==> src/rtl/adc_packetiser_mc.sv <==
// adc_packetiser_mc: buffers multi-channel ADC sample sets and emits them as
// byte-stream packets (4-byte header, 16-bit big-endian samples, XOR trailer)
// over a ready/valid interface.
module adc_packetiser_mc #(
    parameter int unsigned SAMPLE_W        = 14,
    parameter int unsigned NUM_CH          = 2,
    parameter int unsigned SAMPLES_PER_PKT = 32,
    parameter int unsigned FIFO_DEPTH      = 64
) (
    input  logic                       wr_clk,
    input  logic                       rst_n,
    input  logic [NUM_CH*SAMPLE_W-1:0] adc_data,
    input  logic                       adc_valid,
    input  logic                       flush,
    output logic [7:0]                 out_data,
    output logic                       out_valid,
    input  logic                       out_ready,
    output logic                       out_last,
    output logic [1:0]                 packetiser_state,
    output logic                       fifo_empty,
    output logic                       fifo_full,
    output logic [15:0]                drop_count
);
    localparam int unsigned SET_W = NUM_CH * SAMPLE_W;
    localparam int unsigned AW    = (FIFO_DEPTH > 1) ? $clog2(FIFO_DEPTH) : 1;
    localparam int unsigned OW    = $clog2(FIFO_DEPTH + 1);
    localparam logic [7:0]  LAST_CH = 8'(NUM_CH - 1);

    typedef enum logic [1:0] {
        StIdle    = 2'd0,
        StHeader  = 2'd1,
        StPayload = 2'd2,
        StTrailer = 2'd3
    } state_e;

    logic [SET_W-1:0]    mem_q [2**AW];
    logic [AW-1:0]       wr_ptr_q, rd_ptr_q;
    logic [OW-1:0]       occ_q;
    logic [15:0]         drop_q;
    logic                push, pop, xfer;

    state_e              state_q, state_d;
    logic [1:0]          hdr_q, hdr_d;
    logic [7:0]          ch_q, ch_d;
    logic                lsb_q, lsb_d;
    logic [7:0]          set_q, set_d;
    logic [7:0]          cnt_q, cnt_d;
    logic [7:0]          csum_q, csum_d;
    logic [7:0]          seq_q, seq_d;

    logic [SET_W-1:0]    head;
    logic [SAMPLE_W-1:0] sample_raw;
    logic [15:0]         sample;
    logic [7:0]          cur_byte;

    assign fifo_empty       = (occ_q == '0);
    assign fifo_full        = (occ_q == OW'(FIFO_DEPTH));
    assign drop_count       = drop_q;
    assign push             = adc_valid & ~fifo_full;
    assign out_valid        = (state_q != StIdle);
    assign out_last         = (state_q == StTrailer);
    assign out_data         = cur_byte;
    assign packetiser_state = state_q;
    assign xfer             = out_valid & out_ready;
    // The oldest set leaves the buffer once its final byte is taken.
    assign pop = xfer & (state_q == StPayload) & lsb_q & (ch_q == LAST_CH);

    // Sample storage; contents are qualified by the pointers so need no reset.
    always_ff @(posedge wr_clk) begin
        if (push) mem_q[wr_ptr_q] <= adc_data;
    end

    // Buffer pointers, occupancy and saturating overflow counter.
    always_ff @(posedge wr_clk or negedge rst_n) begin
        if (!rst_n) begin
            wr_ptr_q <= '0;
            rd_ptr_q <= '0;
            occ_q    <= '0;
            drop_q   <= '0;
        end else begin
            if (push) wr_ptr_q <= wr_ptr_q + AW'(1);
            if (pop)  rd_ptr_q <= rd_ptr_q + AW'(1);
            case ({push, pop})
                2'b10:   occ_q <= occ_q + OW'(1);
                2'b01:   occ_q <= occ_q - OW'(1);
                default: occ_q <= occ_q;
            endcase
            if (adc_valid && fifo_full && drop_q != 16'hFFFF) drop_q <= drop_q + 16'd1;
        end
    end

    assign head = mem_q[rd_ptr_q];

    // Select the current channel of the oldest set and zero-extend it.
    always_comb begin
        sample_raw = '0;
        for (int k = 0; k < int'(NUM_CH); k++) begin
            if (ch_q == 8'(k)) sample_raw = head[k*SAMPLE_W +: SAMPLE_W];
        end
        sample = 16'(sample_raw);
    end

    // Byte currently offered downstream; held by the registers during stalls.
    always_comb begin
        cur_byte = 8'h00;
        case (state_q)
            StHeader: begin
                case (hdr_q)
                    2'd0:    cur_byte = 8'hA5;
                    2'd1:    cur_byte = seq_q;
                    2'd2:    cur_byte = 8'(NUM_CH);
                    default: cur_byte = cnt_q;
                endcase
            end
            StPayload: cur_byte = lsb_q ? sample[7:0] : sample[15:8];
            StTrailer: cur_byte = csum_q;
            default:   cur_byte = 8'h00;
        endcase
    end

    // Packet sequencing: next state, byte position and running checksum.
    always_comb begin
        state_d = state_q;
        hdr_d   = hdr_q;
        ch_d    = ch_q;
        lsb_d   = lsb_q;
        set_d   = set_q;
        cnt_d   = cnt_q;
        csum_d  = csum_q;
        seq_d   = seq_q;
        case (state_q)
            StIdle: begin
                if (occ_q >= OW'(SAMPLES_PER_PKT)) begin
                    state_d = StHeader;
                    cnt_d   = 8'(SAMPLES_PER_PKT);
                end else if (flush && !fifo_empty) begin
                    state_d = StHeader;
                    cnt_d   = 8'(occ_q);
                end
                hdr_d  = 2'd0;
                csum_d = 8'h00;
            end
            StHeader: begin
                if (xfer) begin
                    csum_d = csum_q ^ cur_byte;
                    if (hdr_q == 2'd3) begin
                        state_d = StPayload;
                        ch_d    = 8'd0;
                        lsb_d   = 1'b0;
                        set_d   = 8'd0;
                    end else begin
                        hdr_d = hdr_q + 2'd1;
                    end
                end
            end
            StPayload: begin
                if (xfer) begin
                    csum_d = csum_q ^ cur_byte;
                    if (!lsb_q) begin
                        lsb_d = 1'b1;
                    end else begin
                        lsb_d = 1'b0;
                        if (ch_q == LAST_CH) begin
                            ch_d = 8'd0;
                            if (set_q == cnt_q - 8'd1) state_d = StTrailer;
                            else set_d = set_q + 8'd1;
                        end else begin
                            ch_d = ch_q + 8'd1;
                        end
                    end
                end
            end
            default: begin
                if (xfer) begin
                    seq_d   = seq_q + 8'd1;
                    state_d = StIdle;
                end
            end
        endcase
    end

    // Packet sequencer registers.
    always_ff @(posedge wr_clk or negedge rst_n) begin
        if (!rst_n) begin
            state_q <= StIdle;
            hdr_q   <= 2'd0;
            ch_q    <= 8'd0;
            lsb_q   <= 1'b0;
            set_q   <= 8'd0;
            cnt_q   <= 8'd0;
            csum_q  <= 8'd0;
            seq_q   <= 8'd0;
        end else begin
            state_q <= state_d;
            hdr_q   <= hdr_d;
            ch_q    <= ch_d;
            lsb_q   <= lsb_d;
            set_q   <= set_d;
            cnt_q   <= cnt_d;
            csum_q  <= csum_d;
            seq_q   <= seq_d;
        end
    end

endmodule

==> config.mk <==
export PLATFORM = sky130hd
export DESIGN_NAME = adc_packetiser_mc
export DESIGN_NICKNAME = d
export VERILOG_FILES = /design/src/rtl/adc_packetiser_mc.sv
export SDC_FILE = /design/constraint.sdc
export NUM_CORES = 2
export LEC_CHECK = 0
export ABC_CLOCK_PERIOD_IN_PS = 4500
export CAP_MARGIN = 10
export CORE_UTILIZATION = 45
export CTS_CLUSTER_SIZE = 24
export DETAILED_ROUTE_END_ITERATION = 16
export MAX_ROUTING_LAYER = met4
export PLACE_DENSITY_LB_ADDON = 0.1
export RECOVER_POWER = 25
export SYNTH_ARGS = -nofsm -noshare
export SYNTH_HDL_FRONTEND = slang
export SYNTH_SLANG_ARGS = --single-unit
==> constraint.sdc <==
create_clock -name wr_clk -period 4.5 [get_ports wr_clk]
set_input_delay 0.45 -clock wr_clk [delete_from_list [all_inputs] [get_ports wr_clk]]
set_output_delay 0.45 -clock wr_clk [all_outputs]
set_load 0.02 [all_outputs]
==> out/qor.csv <==
metric;value;unit
status;finished, violations left;
failing checks;capacitance limit, slew limit, setup timing;
Area contributors post-synth;edfxtp_1 73%, mux4_2 12%, dfrtp_1 2.7%, mux2i_1 2.6%, nand2_1 0.67%;
die area;0.165;mm²
Vias/cell;6.15;
sw frac;28.1;%
P_int;35000;µW
largest net degree at the start of global routing;65;
Tcrit/Tclk final;102;%
fin crit period;4.58;ns
synth unique cells;75;
GRT Total Usage;27.5;%
Syn Nets;3628;
Fin. Hold Viols;0;
cells after synthesis;3570;
Final Setup Violations;3;
post-placement cell count;5900;
Pleak;0.0277;µW
die height;406;µm
first-pass GRT wire length;305000;µm
Residual DRC;0;
first-pass iteration count of the detailed router;6;
io pins;63;
clock network fraction of design power;33.6;%
Hold Slack;0.282;ns
clk_lat worst skew;0.84;ns
Max Cap Viol;18;
Num CTS Buffers;195;
VDD IR max;424;µV
global placement routability congestion;0.860;
post-DR wirelength/cell;34.2;µm
Layout area overhead;19.4;%
number of synthesized register bits;1871;
CP Capture Type;output pin;
Max Slew Vio Count;1019;
Starting DRT DRC Count;5188;
Logic pwr share;24.9;%
Async S/R FF share, synth;4.22;%
syn avg cell area;20.5;µm²
non-filler cells, final;6371;
Vias;39206;
Final nets;4101;
Required @ worst endpoint;4.05;ns
number of synthesized flops with an enable pin;1792;
Initial Utilization;45.5;%
Min-Delay Path Class;primary input to async pin;
critical path fanouts, max;5;
Crit Path Class;register to output pin;
Synth Flop Type;edfxtp_1;
CP Launch Type;register;
CTS tree;yes;
post-synth top area share;73.4;%
worst clock skew;0.0441;ns
Longest Clk Path Bufs;3;
fraction of layout cells with a size suffix above 1;31.2;%
core area;0.161;mm²
P per Cell Area;555;mW/mm²
vias in the first global route;39662;
Routed Antenna Nets;0;
Overflow after GRT;0;
Detail Placement HPWL;124000;µm
RSZ-0062 raised after global routing;true;
area leader, netlist;edfxtp_1;
fmax;0.219;GHz
yosys synthesis warning count;0;
worst setup margin;-0.0752;ns
Root Buffer;clkbuf_16;
initial antenna violation count;10;
Switch Pwr;13600;µW
Row Count;147;
Flop pwr share;41.6;%
DIE WIDTH;406;µm
Worst-path clk slew;0.07;ns
H-tree Lvls;4;
sequential area share after synthesis;76.1;%
Mapped Area;0.0733;mm²
clock tree sinks;1871;
relative slew slack;-131;%
Routed WL;218000;µm
WP data arrival;4.13;ns
PortBufs;62;
Worst Tran Pin Value;3.47;ns
[path summary, 6_finish.rpt]
| path | start | to | slack, ns | depth (start not counted) |
|---|---|---|---|---|
| min reg2reg | csum_q[4] | csum_q[4] | 0.48 | 1 |
| max in group asynchronous | rst_n | rd_ptr_q[1] | 3.26 | 3 |
| max | rd_ptr_q[0] | out_data[6] | -0.08 | 11 |
| min | rst_n | wr_ptr_q[4] | 0.28 | 2 |
| min in group wr_clk | flush | cnt_q[5] | 0.35 | 4 |
| max reg2reg | ch_q[4] | occ_q[6] | 0.54 | 16 |
[cell families (layout without fill, tap and decap cells)]
family | Yosys count | count (layout) | synth area share [%]
compound gates | 376 | 376 | 3.72
xor+xnor | 55 | 55 | 0.657
fa+ha+maj | 25 | 25 | 0.437
buf+inv | 222 | 859 | 1.60
flops | 1871 | 1871 | 76.1
mux | 610 | 610 | 14.9
other cells | 0 | 4 | 0
simple gates | 411 | 411 | 2.61
[flip-flops by register name (all words and copies together), names as in the netlist, 7 cells and up]
signal	cells
ch_q	8
cnt_q	7
csum_q	8
drop_count	16
mem_q	1792
occ_q	7
seq_q	8
set_q	8
[critical path, stage by stage, from the launching register on]
cell     delay, ns
dfrtp_4       0.47
buf_12        0.17
buf_12        0.15
buf_16        0.14
mux4_2        0.53
mux4_2        0.57
mux4_2        0.54
a21oi_2       0.17
buf_4         0.16
o21a_1        0.18
nor2_2        0.06
buf_6         0.13
[cell usage in the layout, fill, tap and decap left out, types with 35 or more instances in the layout]
| cell | count |
|---|---|
| clkbuf_16 | 203 |
| nor2_1 | 59 |
| o21ai_0 | 41 |
| mux2i_1 | 184 |
| mux4_2 | 383 |
| buf_12 | 75 |
| o22ai_1 | 35 |
| buf_4 | 283 |
| clkinv_1 | 49 |
| a21oi_1 | 41 |
| dfrtp_1 | 74 |
| clkbuf_1 | 56 |
| nor2_4 | 65 |
| edfxtp_1 | 1792 |
| nand2_1 | 126 |
| mux2_2 | 36 |
[power by group through the flow]
stage / Combinational [µW] / Clock [µW] / Sequential, µW
4_1_cts: 11600 / 16600 / 20200
5_1_grt: 12700 / 17200 / 20300
6_report: 12100 / 16300 / 20200
3_5_place_dp: 10300 / 0 / 20600
3_3_place_gp: 10200 / 0 / 20600
2_1_floorplan: 6460 / 0 / 20400
[cells in the mapped netlist (8+ instances only)]
library cell,n
xnor2_1,34
a22o_1,17
clkbuf_1,73
and3_1,13
buf_6,13
buf_1,11
buf_2,64
o211ai_1,10
nand2_1,130
dfrtp_1,79
inv_1,22
a211o_1,12
mux2_2,39
buf_4,32
a211oi_1,20
nand3_1,27
edfxtp_1,1792
a21oi_1,50
nor3_1,20
nor2_1,129
a221oi_1,43
xor2_1,21
o221ai_1,32
nor4_1,10
o22ai_1,46
a22oi_1,16
a31oi_1,8
a221o_1,11
o22a_1,9
a2111oi_0,12
o21ai_0,50
mux2i_1,188
nand4_1,20
mux4_2,383
nor2b_1,13
ha_1,24
and2_1,12
[per-stage QoR]
step | setup WS (ns) | power (µW) | util [%] | instance area [µm²] | setup TNS (ns)
after detailed placement | -0.326 | 30900 | 49.1 | 79100 | -0.653
final | -0.0752 | 48700 | 54.4 | 87600 | -0.0882
after floorplan | 0.960 | 26900 | - | 73300 | 0
after CTS | -0.152 | 48400 | 53.9 | 86900 | -0.632
after global placement | -0.310 | 30800 | 49.1 | 79100 | -0.668
after global routing | -0.120 | 50200 | 54.4 | 87600 | -0.467
[layout make-up]
cell class,instances,area [µm²]
multi-input combinational,1477,17600
clock inverter,128,1400
antenna,4,10.0
tap,2160,2700
sequential,1871,55800
fill,12452,73500
clock buffer,233,5090
inverter,26,103
timing repair buffer,472,4840
[routing by layer]
layer	global-route usage (%)	vias up	routed length [µm]
met3	4.19	300	16300
met5	-	-	0
li1	-	15868	-
met1	37.6	21308	89800
met2	43.7	1730	107000
met4	6.67	0	5120
[what timing repair did]
item / CTS / global route
hold buffers: 1 / 0
setup endpoints to repair: 8 / 8
cloned: 7 / 5
hold endpoints to repair: 57 / 0
resized for setup: 161 / 89
pin swaps: 27 / 42
buffers inserted: 57 / 43
Power figures use the tool's default switching activity.
